File: src/rtl/i8284_ready_ctrl.sv
// Bus-cycle READY sequencer for the 8284: qualifies agent RDY lines, synchronises them,
// and bounds the wait states between ALE and the one-cycle READY completion pulse.
module i8284_ready_ctrl #(
    parameter int W        = 4,
    parameter int MIN_WAIT = 0,
    parameter int MAX_WAIT = 8
) (
    input  logic         CLK_IN,
    input  logic         RESN,
    input  logic         ALE,
    input  logic         RDY1,
    input  logic         AEN1N,
    input  logic         RDY2,
    input  logic         AEN2N,
    input  logic         ASYNCN,
    output logic         READY,
    output logic         TIMEOUT,
    output logic [1:0]   STATE,
    output logic [W-1:0] WAIT_CNT
);

    typedef enum logic [1:0] {
        ST_IDLE = 2'd0,
        ST_T1   = 2'd1,
        ST_T2   = 2'd2,
        ST_TW   = 2'd3
    } state_t;

    localparam logic [W-1:0] MIN_C = W'(MIN_WAIT);
    localparam logic [W-1:0] MAX_C = W'(MAX_WAIT);

    state_t state_r;
    logic   s1_r;
    logic   s2_r;
    logic   rdy_q_s;
    logic   rdy_sync_s;
    logic   min_met_s;
    logic   max_hit_s;

    // Agent arbitration: agent 1 has priority when both are enabled.
    always_comb begin
        rdy_q_s = 1'b0;
        if (!AEN1N) begin
            rdy_q_s = RDY1;
        end else if (!AEN2N) begin
            rdy_q_s = RDY2;
        end else begin
            rdy_q_s = 1'b0;
        end
    end

    // Synchroniser depth select and wait-count limit comparisons.
    always_comb begin
        rdy_sync_s = 1'b0;
        if (ASYNCN) begin
            rdy_sync_s = s1_r;
        end else begin
            rdy_sync_s = s2_r;
        end
        min_met_s = (WAIT_CNT >= MIN_C);
        max_hit_s = (WAIT_CNT == MAX_C);
    end

    // Two-flop RDY synchroniser.
    always_ff @(posedge CLK_IN) begin
        if (!RESN) begin
            s1_r <= 1'b0;
            s2_r <= 1'b0;
        end else begin
            s1_r <= rdy_q_s;
            s2_r <= s1_r;
        end
    end

    // Bus-cycle FSM with registered READY/TIMEOUT/WAIT_CNT.
    always_ff @(posedge CLK_IN) begin
        if (!RESN) begin
            state_r  <= ST_IDLE;
            WAIT_CNT <= {W{1'b0}};
            READY    <= 1'b0;
            TIMEOUT  <= 1'b0;
        end else begin
            READY   <= 1'b0;
            TIMEOUT <= 1'b0;
            case (state_r)
                ST_IDLE: begin
                    if (ALE) begin
                        state_r  <= ST_T1;
                        WAIT_CNT <= {W{1'b0}};
                    end else begin
                        state_r  <= ST_IDLE;
                    end
                end
                ST_T1: begin
                    state_r <= ST_T2;
                end
                ST_T2, ST_TW: begin
                    // Ready beats timeout when both hold at MAX_WAIT.
                    if (min_met_s && rdy_sync_s) begin
                        state_r <= ST_IDLE;
                        READY   <= 1'b1;
                    end else if (max_hit_s) begin
                        state_r <= ST_IDLE;
                        READY   <= 1'b1;
                        TIMEOUT <= 1'b1;
                    end else begin
                        state_r  <= ST_TW;
                        WAIT_CNT <= WAIT_CNT + {{(W-1){1'b0}}, 1'b1};
                    end
                end
                default: begin
                    state_r <= ST_IDLE;
                end
            endcase
        end
    end

    assign STATE = state_r;

endmodule

File: config.mk
export PLATFORM = sky130hd
export DESIGN_NAME = i8284_ready_ctrl
export DESIGN_NICKNAME = d
export VERILOG_FILES = /design/src/rtl/i8284_ready_ctrl.sv
export SDC_FILE = /design/constraint.sdc
export NUM_CORES = 1
export LEC_CHECK = 0
export ABC_CLOCK_PERIOD_IN_PS = 2150
export CAP_MARGIN = 20
export CORE_AREA = 3 3 40 42
export CTS_CLUSTER_DIAMETER = 150
export CTS_CLUSTER_SIZE = 30
export DETAILED_ROUTE_END_ITERATION = 6
export DIE_AREA = 0 0 43 45
export HOLD_SLACK_MARGIN = 0.1
export SLEW_MARGIN = 10
export SYNTH_ARGS = -nofsm -noshare
export SYNTH_HDL_FRONTEND = slang
export SYNTH_SLANG_ARGS = --single-unit
File: constraint.sdc
create_clock -name CLK_IN -period 2.15 [get_ports CLK_IN]
set_clock_uncertainty 0.05 [all_clocks]
set_input_delay 0.43 -clock CLK_IN [delete_from_list [all_inputs] [get_ports CLK_IN]]
set_output_delay 0.43 -clock CLK_IN [all_outputs]
set_load 0.005 [all_outputs]
==> results.ini <==
[critical_path]
cp_slowest_cell = clkdlybuf4s50_1
rrSetupSlack_ns = 0.69
reg2reg_from = WAIT_CNT[0]
slowest_delay_ns = 0.55
crit_chain = clkdlybuf4s50_1
critPathLaunchType = register
path_class = register to primary output
path_buf_inv = 1
critical_path.top_delay_family = buffers and inverters
r2r-end = WAIT_CNT[1]
reg2reg_depth = 5
path_max_fanout = 8
crit_arrival_ns = 1.27
end_kind = primary output
critical_path_required_ns = 1.67

[sta]
finalMaxSlewViolations = 0
relSlewSlack_pct = 77.62
grt_setup_unrepaired = no
fmax_mhz = 571.1
setup_ws_ns = 0.3990
finalCriticalPeriod_ns = 1.751
setup_violations = 0
worstMarginPinSlew_ns = 0.3328
min_period_over_period_pct = 81.44
fin_setup_tns_ns = 0
finalHoldViolations = 0

[worst_hold_path]
whs_path_depth = 2
whs_endpoint = STATE[1]
min_from = STATE[0]
hp-class = register to register

[cts]
postCtsSetupBuffers = 0
cts-root-buf = clkbuf_4
cts_max_path_buffers = 2
numCtsBuffers = 3
cts_hold_buf = 0
cts_tree = yes
cts_resized = 0
htreeDepth = 1
clkSlewWorstSetupHoldPaths_ns = 0.07
insertion_delay_ns = 0.27
cts_num_sinks = 10

[grt]
grt_pass1_wl_mm = 1.580
grt_max_degree = 9
overflow = 0
track_usage_pct = 11.53
antenna_found_initial = 0
grt_pass1_vias = 397

[yosys]
ys_types = 25
synth_area_leaders = dfxtp_1 (42%), nand2_1 (5.6%), ha_1 (5.3%), a21oi_1 (4.2%), inv_1 (4.0%)
syn_nets = 62
syn_area_sq_um = 471.7
ys_seq_area_share_pct = 42.44
yosysWarnings = 0
syn_avg_cell_area_sq_um = 9.071
syn_inst = 52
yosysTopAreaCell = dfxtp_1
synth_seq_cells = 10
yosysTopAreaCellShare_pct = 42.44

[die]
die_height_um = 45
core_sq_um = 1285
dieArea_sq_um = 1935
rows = 13
die_w_um = 43
start_util_pct = 36.71
io_pins = 16

[detailed_routing]
firstDrtPassIters = 3
via_per_inst = 5.080
drc_errors = 0
num_vias = 447
drtIter0Drc = 8
wire_per_inst_um = 11.44
wl_mm = 1.007
final_antenna_net_count = 0

[cells_and_area]
num_antenna_cells = 0
syn_to_final_growth_pct = 46.68
final_cell_area_sq_um = 691.9
fill_cells = 116
fin_nets = 84
drive_above_1_share_pct = 12.33

[placement]
place_congestion = 0.7517
dp_hpwl_um = 765.4
dpl_cell_area_sq_um = 655.6
numPortBuffers = 15
dp_slack_ns = 0.2783

[pwr]
seqPwrFrac_pct = 45.0
p_leak_nw = 0.2606
report.power.total_uw = 449.3
p_switching_uw = 113.4
p_int_uw = 335.9
switching_share_pct = 25.25
powerDensity_nw_per_um2 = 649.4
pwr-share-clk_pct = 40.0
peakVddDrop_v = 0.0003008
pwr-share-comb_pct = 15.1

[run]
cap_violations = 0

[status]
status = finished clean

worst min-delay path: stages, from the launching register on:
cell,delay [ns]
dfxtp_1,0.33
nand2_1,0.06
a21oi_1,0.06
through the flow:
step | util [%] | instances | hold slack [ns]
2_1_floorplan | - | 52 | 0.4027
3_3_place_gp | 51.02 | 84 | 0.4246
3_5_place_dp | 51.02 | 84 | 0.4279
4_1_cts | 53.85 | 88 | 0.4373
5_1_grt | 53.85 | 88 | 0.4668
6_report | 53.85 | 88 | 0.4346
cell usage in the layout, fill, tap and decap left out:
cell             count
clkdlybuf4s50_1     15
dfxtp_1             10
nand2_1              7
inv_1                5
a21oi_1              4
nand3_1              3
clkbuf_4             3
nand3b_1             2
nand2b_1             2
ha_1                 2
buf_4                2
mux2i_1              1
and3b_1              1
mux2_4               1
or3b_2               1
o31ai_1              1
o22ai_1              1
and2_1               1
nor2b_1              1
nand4_1              1
o211ai_1             1
a31oi_1              1
nor3_1               1
or2_1                1
or3_1                1
o2111ai_1            1
o221ai_2             1
o32ai_1              1
clkbuf_8             1
final cells by class:
type,instances,area (sq um),area share (%)
clock buffer,4,36.28,5.244
inverter,5,18.77,2.712
multi-input combinational,37,252.7,36.53
sequential,10,200.2,28.93
tap,15,18.77,2.712
timing repair buffer,17,165.2,23.87
layer usage:
layer | wire, um | part of all wire (%) | GRT usage (%) | vias up
met3 | 41 | 4.1 | 2.390 | 3
met1 | 447 | 44 | 11.68 | 199
met4 | 30 | 3.0 | 10.84 | 0
met2 | 488 | 48 | 19.76 | 12
met5 | 0 | 0 | 0 | -
li1 | - | - | - | 233
cell usage after synthesis:
master / number
nand4_1: 1
nand2_1: 7
o2111ai_1: 1
o211ai_1: 1
nand3b_1: 2
a21oi_1: 4
mux2_4: 1
inv_1: 5
nand2b_1: 2
and2_1: 1
o31ai_1: 1
dfxtp_1: 10
a31oi_1: 1
or2_1: 1
or3b_2: 1
ha_1: 2
nand3_1: 3
o32ai_1: 1
nor2b_1: 1
mux2i_1: 1
or3_1: 1
and3b_1: 1
o221ai_2: 1
nor3_1: 1
o22ai_1: 1
logic make-up after synthesis:
logic type                 Yosys count  share of synthesized area (%)
AOI/OAI and AO/OA                   11                          16.98
adders and majority gates            2                          5.304
buffers and inverters                5                          3.979
DFF                                 10                          42.44
muxes                                2                          5.304
and+or+nand+nor                     22                          26.00
registers in the layout (all words and copies together) (netlist names):
signal	count
WAIT_CNT	4
STATE	2
READY	1
TIMEOUT	1
s1_r	1
s2_r	1
power groups by stage:
stage	clock [mW]	combinational (mW)	sequential, mW
global placement	0	0.0683	0.207
floorplan	0	0.0312	0.205
global route	0.193	0.0735	0.204
detailed placement	0	0.0679	0.207
finish	0.180	0.0677	0.202
CTS	0.183	0.0681	0.202
how the worst max path moves through the flow:
stage / from / to / cells past startpoint
detailed placement: ASYNCN / WAIT_CNT[1] / 4
global route: STATE[1] / STATE[1] / 1
floorplan: WAIT_CNT[0] / WAIT_CNT[1] / 5
CTS: STATE[1] / STATE[1] / 1
finish: STATE[1] / STATE[1] / 1
global placement: ASYNCN / WAIT_CNT[1] / 4
Power figures use the tool's default switching activity.
